**src/rtl/apb4_reg_bridge.sv**
```systemverilog
// APB4 slave to simple req/ack register bus bridge.
// Each APB transfer becomes one held request with a bounded ack wait, a misalignment check and an error counter.
`timescale 1ns/1ps
module apb4_reg_bridge #(
    parameter int ADDR_WIDTH     = 32,
    parameter int DATA_WIDTH     = 32,
    parameter int TIMEOUT_CYCLES = 16
) (
    input  logic                  pclk,
    input  logic                  presetn,
    input  logic                  psel,
    input  logic                  penable,
    input  logic                  pwrite,
    input  logic [ADDR_WIDTH-1:0] paddr,
    input  logic [DATA_WIDTH-1:0] pwdata,
    output logic [DATA_WIDTH-1:0] prdata,
    output logic                  pready,
    output logic                  pslverr,
    output logic                  reg_req,
    output logic                  reg_we,
    output logic [ADDR_WIDTH-1:0] reg_addr,
    output logic [DATA_WIDTH-1:0] reg_wdata,
    input  logic                  reg_ack,
    input  logic [DATA_WIDTH-1:0] reg_rdata,
    input  logic                  reg_err,
    output logic [7:0]            err_cnt
);
    localparam int CNT_W = $clog2(TIMEOUT_CYCLES + 1);

    typedef enum logic [1:0] {IDLE, REQ, RESP} state_t;

    state_t           r_state;
    logic [CNT_W-1:0] r_tcnt;
    logic             r_aband;
    logic             w_tmo;
    logic             w_drop;

    assign w_tmo  = (r_tcnt == CNT_W'(TIMEOUT_CYCLES));
    // Master gave up on this transfer: finish the register access but never answer it.
    assign w_drop = r_aband | ~psel;

    always_ff @(posedge pclk or negedge presetn) begin
        if (!presetn) begin
            r_state   <= IDLE;
            r_tcnt    <= '0;
            r_aband   <= 1'b0;
            prdata    <= '0;
            pready    <= 1'b0;
            pslverr   <= 1'b0;
            reg_req   <= 1'b0;
            reg_we    <= 1'b0;
            reg_addr  <= '0;
            reg_wdata <= '0;
            err_cnt   <= '0;
        end else begin
            case (r_state)
                IDLE: begin
                    if (psel && !penable) begin
                        reg_we    <= pwrite;
                        reg_addr  <= paddr;
                        reg_wdata <= pwdata;
                        r_aband   <= 1'b0;
                        if (paddr[1:0] == 2'b00) begin
                            reg_req <= 1'b1;
                            r_tcnt  <= CNT_W'(1);
                            r_state <= REQ;
                        end else begin
                            pready  <= 1'b1;
                            pslverr <= 1'b1;
                            prdata  <= '0;
                            r_state <= RESP;
                        end
                    end
                end
                REQ: begin
                    if (!psel) r_aband <= 1'b1;
                    // Ack is checked first so an ack on the final cycle beats the timeout.
                    if (reg_ack || w_tmo) begin
                        reg_req <= 1'b0;
                        r_tcnt  <= '0;
                        if (w_drop) begin
                            r_state <= IDLE;
                        end else begin
                            r_state <= RESP;
                            pready  <= 1'b1;
                            if (reg_ack) begin
                                prdata  <= reg_we ? '0 : reg_rdata;
                                pslverr <= reg_err;
                            end else begin
                                prdata  <= '0;
                                pslverr <= 1'b1;
                            end
                        end
                    end else begin
                        r_tcnt <= r_tcnt + CNT_W'(1);
                    end
                end
                RESP: begin
                    if (!psel || penable) begin
                        r_state <= IDLE;
                        pready  <= 1'b0;
                        pslverr <= 1'b0;
                        prdata  <= '0;
                        if (psel && pslverr && err_cnt != 8'hFF)
                            err_cnt <= err_cnt + 8'd1;
                    end
                end
                default: r_state <= IDLE;
            endcase
        end
    end
endmodule

```
**config.mk**
```make
export PLATFORM = sky130hd
export DESIGN_NAME = apb4_reg_bridge
export DESIGN_NICKNAME = d
export VERILOG_FILES = /design/src/rtl/apb4_reg_bridge.sv
export SDC_FILE = /design/constraint.sdc
export NUM_CORES = 1
export LEC_CHECK = 0
export CORE_UTILIZATION = 38
export DETAILED_ROUTE_END_ITERATION = 12
export GPL_ROUTABILITY_DRIVEN = 0
export MAX_ROUTING_LAYER = met4
export PLACE_DENSITY = 0.75
export SLEW_MARGIN = 20
export SYNTH_ARGS = -nofsm -noshare
export SYNTH_HDL_FRONTEND = slang
export SYNTH_SLANG_ARGS = --single-unit
```
**constraint.sdc**
```tcl
create_clock -name pclk -period 1.6 [get_ports pclk]
set_input_delay 0.32 -clock pclk [delete_from_list [all_inputs] [get_ports pclk]]
set_output_delay 0.32 -clock pclk [all_outputs]
set_load 0.02 [all_outputs]
```
# [Word level (Yosys, flattened, before mapping)]
# Index checks and enable logic that the tools add are counted.
[totals] reg_bits=116 out_inout_bits=108 elab_cells=79
[classes] add_sub_neg=2 n_eq_ne=11 n_mux=35 bitwise=2 reduce_logical=18
[op_table] op="2-to-1 mux 32 bit" count=7
[op_table] op="one-hot mux 32 bit (3 select lines)" count=1
[op_table] op="2-to-1 mux 5 bit" count=3
[op_table] op="inequality test 2 bit (second input constant)" count=7
[op_table] op="2-to-1 mux 1 bit" count=13
[op_table] op="AND reduction 3 bit" count=4
[op_table] op="2-to-1 mux 2 bit" count=5
[op_table] op="one-hot mux 5 bit (2 select lines)" count=1
[op_table] op="adder 8 x 1 -> 8 bit (second input constant)" count=1
[op_table] op="inequality test 8 bit (second input constant)" count=1
[op_table] op="one-hot mux 1 bit (3 select lines)" count=2
[op_table] op="one-hot mux 2 bit (3 select lines)" count=1
[op_table] op="AND reduction 6 bit" count=1
[op_table] op="adder 5 x 1 -> 5 bit (second input constant)" count=1
[op_table] op="== test 5 bit (second input constant)" count=1
[op_table] op="logical NOT 2 bit" count=2
[op_table] op="one-hot mux 1 bit (2 select lines)" count=2
[op_table] op="AND reduction 4 bit" count=1
[op_table] op="logical AND 1 bit" count=3
[op_table] op="nonzero test 3 bit" count=1
[op_table] op="== test 2 x 1 -> 1 bit (second input constant)" count=1
[op_table] op="== test 2 bit (second input constant)" count=1
[op_table] op="logical NOT 1 bit" count=2
[op_table] op="logical OR 1 bit" count=2
[op_table] op="other kinds (4)" count=4

# [Depth between registers and ports, before layout]
# Gate-level depths: netlist of the first run.
[depth] depth_word=5 ltp_mapped=7 ltp_nobuf=6

# [Worst setup path after synthesis of the first run]
# Ideal clock, no wire load.
[synth_timing] path_type="register to register" start="register r_tcnt[0]" end="register prdata[19]" setup_ns=0.120 arrival_ns=1.615 required_time_ns=1.480 path_slack_ns=-0.135 path_stages_with_launch=8 n_path_buf=1 period_less_slack_ns=1.735 cell_sequence="dfrtp_1 inv_1 ha_1 and4bb_2 o2111ai_2 nand2_2 buf_2 a31o_2"
[synth_via] elab_chain_cells=4
[synth_lines] element="from (decl)" line="33" source="logic [CNT_W-1:0] r_tcnt;"
[synth_lines] element="from (signal assigned)" line="95" source="r_tcnt <= r_tcnt + CNT_W'(1);"
[synth_lines] element="== test 5 bit" line="38" source="assign w_tmo = (r_tcnt == CNT_W'(TIMEOUT_CYCLES));"
[synth_lines] element="logical OR 1 bit" line="78" source="if (reg_ack || w_tmo) begin"
[synth_lines] element="inequality test 2 bit (no source line)"
[synth_lines] element="AND reduction 6 bit (no source line)"
[synth_lines] element="to (signal assigned)" line="87" source="prdata <= reg_we ? '0 : reg_rdata;"
[synth_lines] element="to (decl)" line="16" source="output logic [DATA_WIDTH-1:0] prdata,"
# Every way passes these cells.
# A chain may end at the register's enable or synchronous reset.

# [Worst setup path in the final report of the first run]
[layout_timing] start="register r_tcnt[0]" end="register prdata[31]"
# The elaborated chain is that of the path after synthesis.

==> results of run 1 <==
## stage by stage
| stage | area [um^2] | setup TNS (ns) | setup slack (ns) | total power, mW |
|---|---|---|---|---|
| 2_1_floorplan | 4868 | -2.326 | -0.08416 | 4.790 |
| 3_3_place_gp | 7363 | -52.13 | -0.5374 | 6.156 |
| 3_5_place_dp | 7363 | -57.52 | -0.5967 | 6.218 |
| 4_1_cts | 7919 | -5.141 | -0.1855 | 9.663 |
| 5_1_grt | 8228 | -9.911 | -0.2586 | 10.18 |
| 6_report | 8230 | -5.951 | -0.1881 | 9.777 |
## cell families after synthesis
logic type | synth area share
compound gates | 0.08479
xor+xnor | 0.01096
fa+ha+maj | 0.007828
buf+inv | 0.02870
flops | 0.6053
mux | 0.1685
simple gates | 0.09392
## worst reg2reg max path: stages (launching register included)
cell and delay, ns:
sky130_fd_sc_hd__dfrtp_1 0.37, sky130_fd_sc_hd__inv_2 0.06, sky130_fd_sc_hd__ha_4 0.15, sky130_fd_sc_hd__and4bb_2 0.26
sky130_fd_sc_hd__o2111ai_4 0.30, sky130_fd_sc_hd__nand2_4 0.13, sky130_fd_sc_hd__buf_12 0.18, sky130_fd_sc_hd__a31o_2 0.23
## power by group through the flow
| stage | Clock, mW | Sequential [mW] | Combinational, mW |
|---|---|---|---|
| finish | 3.68 | 3.63 | 2.47 |
| global route | 3.87 | 3.68 | 2.63 |
| CTS | 3.74 | 3.62 | 2.30 |
| detailed placement | 0 | 3.68 | 2.54 |
| global placement | 0 | 3.66 | 2.50 |
| floorplan | 0 | 4.16 | 0.627 |
## layout make-up
class                      count  area share
timing repair buffer         259      0.3059
multi-input combinational    205      0.2425
inverter                       6    0.002736
antenna                        1   0.0003040
clock inverter                11     0.01307
sequential                   116      0.3528
tap                          168     0.02554
clock buffer                  21     0.05716
## synth_stat cells (2+ instances only)
cell type / instances
sky130_fd_sc_hd__buf_4: 7
sky130_fd_sc_hd__mux2_2: 69
sky130_fd_sc_hd__a31o_2: 3
sky130_fd_sc_hd__nand3_1: 5
sky130_fd_sc_hd__a21oi_1: 2
sky130_fd_sc_hd__nor3_1: 6
sky130_fd_sc_hd__inv_1: 6
sky130_fd_sc_hd__nor2_1: 10
sky130_fd_sc_hd__xor2_1: 5
sky130_fd_sc_hd__o21ai_0: 8
sky130_fd_sc_hd__and3_1: 32
sky130_fd_sc_hd__dfrtp_1: 116
sky130_fd_sc_hd__a31o_1: 29
sky130_fd_sc_hd__nand2b_1: 2
sky130_fd_sc_hd__clkbuf_1: 6
sky130_fd_sc_hd__buf_2: 8
sky130_fd_sc_hd__ha_1: 3
sky130_fd_sc_hd__nand2_1: 10
sky130_fd_sc_hd__mux2i_1: 2
## sequential cells by signal, summed over array words and instances, names as in the netlist
signal / count
prdata: 32
reg_addr: 32
reg_wdata: 32
err_cnt: 8
r_tcnt: 5
r_state: 2
pready: 1
pslverr: 1
r_aband: 1
reg_req: 1
reg_we: 1
## routing by layer
layer  vias to the layer above  global-route usage
met5                         -                   -
met4                         0             0.09351
met2                       139              0.3665
li1                       1782                   -
met1                      1960              0.2509
met3                        22             0.05453
## how the worst max path moves through the flow
stage,startpoint,endpoint,slack [ns]
CTS,r_tcnt[0],prdata[20],-0.19
finish,r_tcnt[0],prdata[31],-0.19
detailed placement,penable,reg_wdata[25],-0.60
floorplan,r_tcnt[0],prdata[10],-0.08
global placement,penable,reg_addr[30],-0.54
global route,r_tcnt[0],prdata[31],-0.26
## what timing repair did
action                     in CTS  in global routing
gates resized for setup       121                 52
setup endpoints to repair     209                104
hold buffers                    1                  0
pin swaps                      12                 11
cloned                          1                  4
setup buffers                   3                  6
hold endpoints to repair       28                  0
==> qor.yml, run 1 <==
status: "finished with violations"
violations: "setup timing"
cts_tree: "done"
fillers: 961
cp_data_required_time_ns: 1.89
intPower_mw: 7.019
layout.cells.non_filler: 787
maxCapViolCount: 0
fmaxAchievable_ghz: 0.5592
grt_antenna_before_repair: 0
layout_min_cycle_time_ns: 1.788
critPathArrivalTime_ns: 2.08
groute.usage.overall: 0.2192
synth.yosys.seq_area_share: 0.6053
worst-setup-path-type: "flip-flop to flip-flop"
ctsRootBufferMaster: "sky130_fd_sc_hd__clkbuf_16"
rrSetupSlack_ns: -0.19
floorplan.io_pins: 211
flow.area_growth_from_synthesis_pct: 71.61
swShare: 0.2821
power.static_leakage_nw: 3.971
final.period_utilization: 1.118
count_of_flip_flops_with_a_built_in_enable_after_synthesis: 0
worst_path_dominant_cell_family: "compound AO/OA/AOI/OAI gates"
maximum_number_of_pins_on_one_net_before_global_route_repair: 48
die-area_um2: 13070
grt_pass1_wl_um: 21020
synth_warnings: 0
max_slew_violation_count: 0
worst_hold_slack_across_all_endpoints_ns: 0.4002
synth_top_area_cell: "sky130_fd_sc_hd__dfrtp_1"
critPathMaxFanout: 17
synth.area.top_cells: "sky130_fd_sc_hd__dfrtp_1 61%, sky130_fd_sc_hd__mux2_2 16%, sky130_fd_sc_hd__a31o_1 5.3%"
power.switching_mw: 2.758
number_of_placement_rows: 40
top_library_cells_by_usage_in_the_layout_fill_and_taps_aside: "115 x sky130_fd_sc_hd__dfrtp_1, 109 x sky130_fd_sc_hd__dlygate4sd2_1, 100 x sky130_fd_sc_hd__clkdlybuf4s50_1"
drtAntennaViolNets: 0
die_w_um: 114.3
clk_pin_slew_ns: 0.06
cp-end-kind: "flip-flop"
buffer_ports.inserted: 210
detail_route.wl_per_cell_um: 18.03
final_net_count: 711
wl_met2_um: 7316
drt_iter0_markers: 167
detailroute.via_count: 3903
detailroute.wirelength.met3_um: 706
hpwl_detailed_um: 9349
worst_slew_margin_rel: 0.7085
hold_violations: 0
cpPeakStageDelay_ns: 0.37
chipHeight_um: 114.3
synth_cells: 348
remaining_global_route_overflow: 0
crit_path_cell_trace: "inv_2, ha_4, and4bb_2, o2111ai_4, nand2_4, buf_12, a31o_2"
async_reset_ff_frac: 1.000
floorplan.core_area_um2: 12160
flip_flop_and_latch_count_after_synthesis: 116
min_path_type: "input port to async pin"
mostFrequentLayoutCell: "sky130_fd_sc_hd__dfrtp_1"
clock_tree.htree_level_count: 4
max-vdd-ir-drop_mv: 0.7545
share_of_final_layout_standard_cells_stronger_than_drive_strength_1: 0.2929
finalSetupViolations: 60
startpoint_type: "flip-flop"
drt_pass1_iterations: 4
tightestPinTransition_ns: 0.4363
area.sequential_um2: 2904
initial_core_util: 0.3943
cts_sinks: 116
powerDensity_nw_per_um2: 1188
sequentialPowerShare: 0.371
final_core_utilization: 0.6767
path_buf_inv: 2
unrepaired_setup_endpoints_after_global_routing: "true"
timing.clock.skew_ns: 0.007326
critical_path.reg2reg.startpoint: "r_tcnt[0]"
share_comb_of_total_power: 0.252
via_count_of_the_first_global_routing_pass: 4110
clk_path_buf_depth: 2
synthFlopType: "sky130_fd_sc_hd__dfrtp_1"
dpl.cell_count: 742
cpMaxStageDelayCell: "sky130_fd_sc_hd__dfrtp_1"
synth.distinct_cells: 38
numCtsBuffers: 17
insertion_delay_ns: 0.41
route.layer.met1.wl_um: 5907
multi_input_combinational_cell_area_um2: 1996
syn_nets: 454
worst-r2r-cell-count: 7
drcViolationCount: 0
fraction_of_power_consumed_by_the_clock_network: 0.377
postRouteWirelength_um: 14190
synth_area_um2: 4796
drt-vias-per-instance: 4.959
cp_num_cells: 7
end_of_the_worst_register_to_register_path: "prdata[31]"
topRoutingLayerUsed: "met4"
syn_avg_cell_area_um2: 13.78
final_critical_path_setup_slack_ns: -0.1881
synth_top_area_frac: 0.6053
Power figures use the tool's default switching activity.
==> inputs of run 2 (changes only) <==
--- a/config.mk
+++ b/config.mk
@@ -5,6 +5,7 @@
 export SDC_FILE = /design/constraint.sdc
 export NUM_CORES = 1
 export LEC_CHECK = 0
+export CAP_MARGIN = 20
 export CORE_UTILIZATION = 38
 export DETAILED_ROUTE_END_ITERATION = 12
 export GPL_ROUTABILITY_DRIVEN = 0
==> results of run 2 <==
Final layout, timing and power as in run 1 (identical DEF).
==> inputs of run 3 (changes only) <==
--- a/config.mk
+++ b/config.mk
@@ -11,6 +11,7 @@
 export GPL_ROUTABILITY_DRIVEN = 0
 export MAX_ROUTING_LAYER = met4
 export PLACE_DENSITY = 0.75
+export SKIP_LAST_GASP = 1
 export SLEW_MARGIN = 20
 export SYNTH_ARGS = -nofsm -noshare
 export SYNTH_HDL_FRONTEND = slang
==> qor.yml, run 3 (synthesized netlist as in run 1, its figures left out) <==
grt.met3_usage: 0.05453
floorplan.io_pins: 211
power.switching_mw: 2.769
worst-r2r-cell-count: 7
cp-endpoint: "prdata[31]"
final_net_count: 712
fin_setup_tns_ns: -7.001
cts_sinks: 116
sequentialPowerShare: 0.371
fraction_of_power_consumed_by_the_clock_network: 0.378
layout_min_cycle_time_ns: 1.796
final_critical_path_setup_slack_ns: -0.1959
fmaxAchievable_ghz: 0.5568
share_of_final_layout_standard_cells_stronger_than_drive_strength_1: 0.2811
drcViolationCount: 0
postRouteWirelength_um: 14150
min_path_type: "input port to async pin"
unrepaired_setup_endpoints_after_global_routing: "true"
critPathArrivalTime_ns: 2.09
worst-setup-path-type: "flip-flop to flip-flop"
clk_path_buf_depth: 2
power.static_leakage_nw: 3.978
drt_iter0_markers: 207
insertion_delay_ns: 0.41
fillers: 959
finalInstanceArea_um2: 8180
rrSetupSlack_ns: -0.20
mostFrequentLayoutCell: "sky130_fd_sc_hd__dfrtp_1"
share_comb_of_total_power: 0.251
critical_path.reg2reg.startpoint: "r_tcnt[0]"
tightestPinTransition_ns: 0.4422
largestRegisters: "prdata x32, reg_addr x32, reg_wdata x32"
cts_tree: "done"
critPathMaxFanout: 17
grt_pass1_wl_um: 20900
max_slew_violation_count: 0
drt_pass1_iterations: 4
post_dp_cell_area_um2: 7363
met1_use_gr: 0.2498
flow.area_growth_from_synthesis_pct: 70.57
global_route.peak_usage_layer: "met2"
final.period_utilization: 1.122
hpwl_detailed_um: 9349
worst_hold_slack_across_all_endpoints_ns: 0.3952
chipHeight_um: 114.3
finalSetupViolations: 70
max-vdd-ir-drop_mv: 0.7543
hold_violations: 0
cp_data_required_time_ns: 1.89
timing.clock.skew_ns: 0.008132
finalPower_mw: 9.777
grt_antenna_before_repair: 0
maxCapViolCount: 0
swShare: 0.2832
drt-vias-per-instance: 4.897
top_library_cells_by_usage_in_the_layout_fill_and_taps_aside: "115 x sky130_fd_sc_hd__dfrtp_1, 109 x sky130_fd_sc_hd__dlygate4sd2_1, 100 x sky130_fd_sc_hd__clkdlybuf4s50_1"
numCtsBuffers: 17
powerDensity_nw_per_um2: 1195
dpl.cell_count: 742
end_of_the_worst_register_to_register_path: "prdata[31]"
die_w_um: 114.3
intPower_mw: 7.008
number_of_placement_rows: 40
cp-end-kind: "flip-flop"
via_count_of_the_first_global_routing_pass: 4101
critPathLaunch: "r_tcnt[0]"
violations: "setup timing"
clock_tree.htree_level_count: 4
ctsRootBufferMaster: "sky130_fd_sc_hd__clkbuf_16"
clk_pin_slew_ns: 0.06
remaining_global_route_overflow: 0
startpoint_type: "flip-flop"
worst_slew_margin_rel: 0.7046
layout.cells.non_filler: 788
buffer_ports.inserted: 210
grt_util_met2: 0.3632
floorplan.core_area_um2: 12160
status: "finished with violations"
groute.usage.overall: 0.2179
die-area_um2: 13070
initial_core_util: 0.3943
maximum_number_of_pins_on_one_net_before_global_route_repair: 48
detailroute.via_count: 3859
drtAntennaViolNets: 0
detail_route.wl_per_cell_um: 17.96
[run 3: power by group through the flow]
stage / logic [mW] / clock network [mW] / registers [mW]
after floorplan: 0.627 / 0 / 4.16
after global placement: 2.50 / 0 / 3.66
after detailed placement: 2.54 / 0 / 3.68
after CTS: 2.30 / 3.74 / 3.62
after global routing: 2.61 / 3.87 / 3.68
final: 2.45 / 3.69 / 3.63
[run 3: cell type report]
type / count / area (um^2) / share of cell area
flip-flops and latches: 116 / 2904 / 0.3550
repair buffers: 260 / 2521 / 0.3082
multi-input cells: 205 / 1942 / 0.2374
clock buffers: 21 / 470.5 / 0.05751
well taps: 168 / 210.2 / 0.02570
clock inverters: 11 / 107.6 / 0.01315
inverters: 6 / 22.52 / 0.002753
diodes: 1 / 2.502 / 0.0003059
[run 3: how the worst min path moves through the flow]
stage            endpoint  slack, ns  depth (start not counted)
2_1_floorplan  err_cnt[0]       0.02                          0
6_report          pslverr       0.40                          2
3_3_place_gp   prdata[26]       0.28                          1
3_5_place_dp   prdata[23]       0.29                          1
5_1_grt        prdata[23]       0.43                          2
4_1_cts        prdata[26]       0.40                          2
[run 3: timing repair]
action	4_1_cts	5_1_grt
pin swaps	4	6
gates cloned	1	4
endpoints found under the hold margin	28	0
resized for setup	116	43
hold buffers	1	0
buffers inserted	3	6
endpoints found under the setup margin	209	98
[run 3: critical path, cell delays in order, from the launching register on]
cell,delay [ns]
sky130_fd_sc_hd__dfrtp_1,0.38
sky130_fd_sc_hd__inv_2,0.07
sky130_fd_sc_hd__ha_4,0.15
sky130_fd_sc_hd__and4bb_2,0.26
sky130_fd_sc_hd__o2111ai_4,0.30
sky130_fd_sc_hd__nand2_4,0.13
sky130_fd_sc_hd__buf_12,0.17
sky130_fd_sc_hd__a31o_2,0.23
[run 3: metrics by stage]
stage / util / setup WS, ns
after global placement: 0.6055 / -0.5374
final: 0.6726 / -0.1959
after CTS: 0.6491 / -0.1855
after detailed placement: 0.6055 / -0.5967
after floorplan: - / -0.08416
after global routing: 0.6724 / -0.2589
[run 3: routing by layer]
| layer | wire length, um | vias to the layer above |
|---|---|---|
| met3 | 629 | 24 |
| met5 | 0 | - |
| li1 | - | 1783 |
| met1 | 5994 | 1921 |
| met4 | 279 | 0 |
| met2 | 7247 | 131 |
